<file path="src/rtl/sonar_scan_ctrl.sv">
// Round-robin ultrasonic sweep controller: fires each enabled sensor in turn and
// measures the echo pulse width in pluse_us ticks, with timeout and continuous modes.
module sonar_scan_ctrl #(
    parameter int CH_NUM     = 4,
    parameter int CNT_W      = 16,
    parameter int TRIG_US    = 10,
    parameter int TIMEOUT_US = 30000,
    parameter int GAP_US     = 1000,
    localparam int CH_W      = (CH_NUM > 1) ? $clog2(CH_NUM) : 1
) (
    input  logic              clk_sys,
    input  logic              rst,
    input  logic              pluse_us,
    input  logic              fire_measure,
    input  logic              mode_cont,
    input  logic [CH_NUM-1:0] ch_mask,
    input  logic [CH_NUM-1:0] echo,
    output logic [CH_NUM-1:0] trig,
    output logic              busy,
    output logic              done_measure,
    output logic              err_measure,
    output logic [CH_W-1:0]   ch_id,
    output logic [CNT_W-1:0]  data_measure,
    output logic              sweep_done
);

    localparam logic [CNT_W-1:0] TRIG_LEN = CNT_W'(TRIG_US);
    localparam logic [CNT_W-1:0] TMO_LEN  = CNT_W'(TIMEOUT_US);
    localparam logic [CNT_W-1:0] GAP_LEN  = CNT_W'(GAP_US);

    typedef enum logic [2:0] {
        IDLE,
        TRIG,
        WAIT_RISE,
        MEAS,
        GAP
    } state_t;

    state_t            state, state_nxt;
    logic [CNT_W-1:0]  cnt, cnt_nxt, cnt_inc;
    logic [CH_W-1:0]   ch, ch_nxt, first_ch, next_ch;
    logic              has_next;
    logic [CH_NUM-1:0] mask_lat, mask_nxt;
    logic [CH_NUM-1:0] echo_s1, echo_s2, echo_d, echo_rise, echo_fall;
    logic              start_req, cont_req;
    logic              done_nxt, err_nxt, sweep_nxt;
    logic [CH_W-1:0]   id_nxt;
    logic [CNT_W-1:0]  data_nxt;

    always_ff @(posedge clk_sys or posedge rst) begin
        if (rst) begin
            echo_s1 <= '0;
            echo_s2 <= '0;
            echo_d  <= '0;
        end else begin
            echo_s1 <= echo;
            echo_s2 <= echo_s1;
            echo_d  <= echo_s2;
        end
    end

    always_comb begin
        echo_rise = echo_s2 & ~echo_d;
        echo_fall = ~echo_s2 & echo_d;
    end

    // first_ch scans the live mask (sweep start); next_ch scans the latched mask above ch.
    always_comb begin
        logic found;
        found    = 1'b0;
        first_ch = '0;
        next_ch  = '0;
        has_next = 1'b0;
        for (int unsigned i = 0; i < CH_NUM; i++) begin
            if (ch_mask[i] && !found) begin
                first_ch = CH_W'(i);
                found    = 1'b1;
            end
            if (mask_lat[i] && !has_next && (CH_W'(i) > ch)) begin
                next_ch  = CH_W'(i);
                has_next = 1'b1;
            end
        end
    end

    always_comb begin
        trig = '0;
        if (state == TRIG) begin
            trig[ch] = 1'b1;
        end
    end

    assign busy    = (state != IDLE);
    assign cnt_inc = cnt + CNT_W'(pluse_us);

    always_comb begin
        state_nxt = state;
        cnt_nxt   = cnt;
        ch_nxt    = ch;
        mask_nxt  = mask_lat;
        done_nxt  = 1'b0;
        sweep_nxt = 1'b0;
        err_nxt   = err_measure;
        id_nxt    = ch_id;
        data_nxt  = data_measure;
        start_req = (fire_measure || mode_cont) && (ch_mask != '0);
        cont_req  = mode_cont && (ch_mask != '0);

        case (state)
            IDLE: begin
                if (start_req) begin
                    mask_nxt  = ch_mask;
                    ch_nxt    = first_ch;
                    cnt_nxt   = '0;
                    state_nxt = TRIG;
                end
            end
            TRIG: begin
                cnt_nxt = cnt_inc;
                if (cnt_inc == TRIG_LEN) begin
                    cnt_nxt   = '0;
                    state_nxt = WAIT_RISE;
                end
            end
            WAIT_RISE: begin
                if (echo_rise[ch]) begin
                    cnt_nxt   = '0;
                    state_nxt = MEAS;
                end else begin
                    cnt_nxt = cnt_inc;
                    if (cnt_inc == TMO_LEN) begin
                        done_nxt  = 1'b1;
                        err_nxt   = 1'b1;
                        id_nxt    = ch;
                        data_nxt  = TMO_LEN;
                        cnt_nxt   = '0;
                        state_nxt = GAP;
                    end
                end
            end
            MEAS: begin
                cnt_nxt = cnt_inc;
                // Saturation wins over a coincident fall so the count never passes TIMEOUT_US.
                if (cnt_inc == TMO_LEN) begin
                    done_nxt  = 1'b1;
                    err_nxt   = 1'b1;
                    id_nxt    = ch;
                    data_nxt  = TMO_LEN;
                    cnt_nxt   = '0;
                    state_nxt = GAP;
                end else if (echo_fall[ch]) begin
                    done_nxt  = 1'b1;
                    err_nxt   = 1'b0;
                    id_nxt    = ch;
                    data_nxt  = cnt_inc;
                    cnt_nxt   = '0;
                    state_nxt = GAP;
                end
            end
            GAP: begin
                cnt_nxt = cnt_inc;
                if (cnt_inc == GAP_LEN) begin
                    cnt_nxt = '0;
                    if (has_next) begin
                        ch_nxt    = next_ch;
                        state_nxt = TRIG;
                    end else begin
                        sweep_nxt = 1'b1;
                        if (cont_req) begin
                            mask_nxt  = ch_mask;
                            ch_nxt    = first_ch;
                            state_nxt = TRIG;
                        end else begin
                            state_nxt = IDLE;
                        end
                    end
                end
            end
            default: begin
                state_nxt = IDLE;
                cnt_nxt   = '0;
            end
        endcase
    end

    always_ff @(posedge clk_sys or posedge rst) begin
        if (rst) begin
            state        <= IDLE;
            cnt          <= '0;
            ch           <= '0;
            mask_lat     <= '0;
            done_measure <= 1'b0;
            err_measure  <= 1'b0;
            ch_id        <= '0;
            data_measure <= '0;
            sweep_done   <= 1'b0;
        end else begin
            state        <= state_nxt;
            cnt          <= cnt_nxt;
            ch           <= ch_nxt;
            mask_lat     <= mask_nxt;
            done_measure <= done_nxt;
            err_measure  <= err_nxt;
            ch_id        <= id_nxt;
            data_measure <= data_nxt;
            sweep_done   <= sweep_nxt;
        end
    end

endmodule
</file>
<file path="config.mk">
export PLATFORM = sky130hd
export DESIGN_NAME = sonar_scan_ctrl
export DESIGN_NICKNAME = d
export VERILOG_FILES = /design/src/rtl/sonar_scan_ctrl.sv
export SDC_FILE = /design/constraint.sdc
export NUM_CORES = 1
export LEC_CHECK = 0
export CORE_MARGIN = 2
export CORE_UTILIZATION = 25
export DETAILED_ROUTE_END_ITERATION = 6
export DONT_BUFFER_PORTS = 1
export GPL_TIMING_DRIVEN = 0
export PLACE_DENSITY_LB_ADDON = 0.2
export SYNTH_ARGS = -nofsm -noshare
export SYNTH_HDL_FRONTEND = slang
export SYNTH_SLANG_ARGS = --single-unit
</file>
<file path="constraint.sdc">
create_clock -name clk_sys -period 2.87 [get_ports clk_sys]
set_input_delay 0.574 -clock clk_sys [delete_from_list [all_inputs] [get_ports clk_sys]]
set_output_delay 0.574 -clock clk_sys [all_outputs]
set_load 0.03 [all_outputs]
</file>
==> flow_summary.ini <==
[logic_synthesis]
synth_edf_count = 0
synth_area_leader_cell = dfrtp_1
synthCells = 325
yosysSeqAreaShare_pct = 45.5
syn_nets = 340
yosys_most_used_dff = dfrtp_1
synthTopCellsByArea = dfrtp_1 (46%), nand2_1 (4.2%), o21ai_0 (3.4%), inv_1 (3.0%), nor2_1 (2.0%)
synth.distinct_cells = 62
synth_warnings = 0
synth_area_um2 = 3130
syn_avg_cell_area_um2 = 9.64
synthArstFlopShare_pct = 100
yosysTopAreaCellShare_pct = 45.5
ys_ff_latch = 57

[routing]
route.detailed.drc = 0
first_iter_violations = 154
ant_nets = 0
num_vias = 2633
dr.pass1.iters = 4
wirelength_um = 8840
wl_per_cell_um = 16.7
vias_per_cell = 4.99

[sta]
tightestPinTransition_ns = 0.965
slew_viol_final = 0
timing.final.crit_period_ns = 2.79
post-route-period-util_pct = 97.3
slew_headroom_pct = 35.5
rsz0062_at_grt = true
timing.fmax_ghz = 0.358
finalClockSkew_ns = 0.00696
worst_slack_ns = 0.0770
finalHoldViolations = 0
setup_viol = 0

[global_routing]
antenna_found_initial = 0
gr-total-overflow = 0
grt_max_degree = 34
grt_pass1_vias = 2762
track_usage_pct = 14.3
grt_pass1_wl_um = 14700

[floorplan]
rows = 40
die_w_um = 116
die_h_um = 116
dieArea_um2 = 13400
pin_count = 39
start_util_pct = 25.9
core_um2 = 12100

[power]
leakage_nw = 1.65
power_frac_comb_pct = 36.7
switching_share_pct = 37.6
clock_power_share_pct = 31.7
switchingPower_mw = 1.46
p_int_mw = 2.43
ir_drop_v = 0.000477
p_per_area_nw_per_um2 = 936
pwr-share-seq_pct = 31.6

[critical_path]
worst-path-max-fanout = 4
critPathTopFamily = compound AO/OA/AOI/OAI gates
path_cells = ha_4, ha_4, nand3_4, or3_4, a221o_1, nor4_4, buf_4, a21oi_4, a2111oi_4, mux2_4
reg2reg_slack_ns = 0.08
worst-path-buf-inv = 1
end_kind = flop
arrival_ns = 3.01
crit_top_cell = ha_4
criticalPathCategory = reg2reg
cpPeakStageDelay_ns = 0.40
start_kind = flop
required_ns = 3.09
cp_slowest_cell = a221o_1

[clock_network]
ctsHoldBuffers = 0
h-tree-depth = 3
clock-root-buffer = clkbuf_16
clk_path_buf_depth = 2
clock-sinks = 57
worstSkewPairLatency_ns = 0.33
cts_buffers = 9
cts_tree = built
clk_pin_slew_ns = 0.06

[placement]
dp_hpwl_um = 6130
gp_routability_congestion = 0.863
dpl-instance-area_um2 = 3390
post-place-ws_ns = -0.684
portBuffers = 0

[status]
status = complete, no violations

[cells_and_area]
layout.nets = 370
synthToLayoutAreaGrowth_pct = 32.7
diodes = 0
design_area_um2 = 4160
layout-drive-gt1-share_pct = 26.4

[run]
maxCapViolations = 0

[worst_hold_path]
hold_path_class = in2async
==> layout make-up <==
type                       count  area (µm²)
fill                        1277        7950
multi-input combinational    221        1750
sequential                    57        1430
clock buffer                   9         225
timing repair buffer          21         211
tap                          168         210
buffer                        20         124
clock inverter                 7         119
inverter                      25        93.8
==> power by group through the flow <==
stage	registers, mW	clock network [mW]	logic, mW
6_report	1.23	1.23	1.43
5_1_grt	1.25	1.31	1.55
4_1_cts	1.23	1.27	1.36
3_5_place_dp	1.24	0	1.08
3_3_place_gp	1.24	0	1.07
2_1_floorplan	1.20	0	0.826
==> cell usage after synthesis, drive strengths merged (5+ instances only) <==
library cell / count
inv: 25
nand3: 10
nand2b: 8
xnor2: 5
o21ai: 22
mux2: 6
a21oi: 7
nand2: 35
buf: 13
o22ai: 9
nor4: 8
dfrtp: 57
nand4: 10
nor2: 17
clkbuf: 9
nor3b: 6
o32ai: 5
nor3: 9
==> sequential cells by signal (all words and copies together), names as in the netlist <==
signal / cells
ch: 2
data_measure: 16
echo_s2: 4
err_measure: 1
echo_d: 4
cnt: 16
sweep_done: 1
echo_s1: 4
state: 3
mask_lat: 3
done_measure: 1
ch_id: 2
==> metrics by stage <==
| step | hold slack [ns] | setup TNS [ns] | utilization, % | instances | power [mW] |
|---|---|---|---|---|---|
| finish | 0.180 | 0 | 34.3 | 528 | 3.89 |
| global route | 0.217 | -0.0376 | 34.3 | 528 | 4.10 |
| CTS | 0.192 | -0.0176 | 33.2 | 528 | 3.85 |
| detailed placement | 0.336 | -16.81 | 28.0 | 494 | 2.32 |
| global placement | 0.332 | -16.43 | 27.8 | 493 | 2.31 |
| floorplan | 0.331 | -0.0264 | - | 325 | 2.03 |
==> repair_timing <==
item / in CTS / in global routing
setup endpoints to repair: 43 / 44
pin swaps: 12 / 13
gates resized for setup: 21 / 26
setup buffers: 18 / 3
==> worst reg2reg max path: stages, from the launching register on <==
cell,delay (ns)
dfrtp_1,0.38
ha_4,0.17
ha_4,0.16
nand3_4,0.09
or3_4,0.38
a221o_1,0.40
nor4_4,0.15
buf_4,0.17
a21oi_4,0.08
a2111oi_4,0.37
mux2_4,0.34
==> path summary, 6_finish.rpt <==
check                                                    end            startpoint  cells after the start
worst max-delay path                       ch[0]$_DFFE_PP0P_    cnt[0]$_DFFE_PP0N_                     10
max in group asynchronous                 cnt[3]$_DFFE_PP0N_                   rst                      2
worst max register to register             ch[0]$_DFFE_PP0P_    cnt[0]$_DFFE_PP0N_                     10
min in group clk_sys                    echo_s1[3]$_DFF_PP0_               echo[3]                      0
worst min-delay path            data_measure[15]$_DFFE_PP0P_                   rst                      1
worst min register to register          echo_s2[0]$_DFF_PP0_  echo_s1[0]$_DFF_PP0_                      0
==> routing by layer <==
metal	GRT usage (%)	wire, µm
met1	18.1	4040
met2	22.7	4130
met3	3.61	421
met4	6.98	252
met5	0	0
==> cell usage in the layout, fill, tap and decap left out, types with 3 or more instances in the layout <==
master	synthesis	routed
o31ai_1	4	4
mux2_4	0	4
clkbuf_16	0	9
nor3_4	1	3
o221ai_1	4	4
nand4_1	9	9
a2bb2oi_1	3	3
nand2b_1	8	8
nand3_1	9	9
and3_1	4	3
clkbuf_1	9	6
dfrtp_1	57	56
o21ai_0	21	21
buf_6	1	4
a21oi_1	6	4
nor3_1	6	4
buf_2	9	6
nand2_1	35	35
nor2_1	17	16
bufinv_16	0	3
nor4_4	1	4
o32ai_1	5	5
buf_4	3	20
buf_12	0	4
nor4_1	5	3
inv_1	25	24
a21oi_4	0	3
o22ai_1	9	9
xnor2_1	5	3
nor3b_1	6	4
o21a_1	4	4
==> cells by family after synthesis <==
kind of cell	after synthesis	synth area share (%)
adder cells (fa/ha/maj)	2	0.799
flip-flops	57	45.5
AO/OA/AOI/OAI	85	20.6
XOR/XNOR	8	2.24
buffers and inverters	47	6.59
multiplexers	9	3.51
AND/OR/NAND/NOR	117	20.7
No activity file was read; power rests on OpenSTA's default activity.
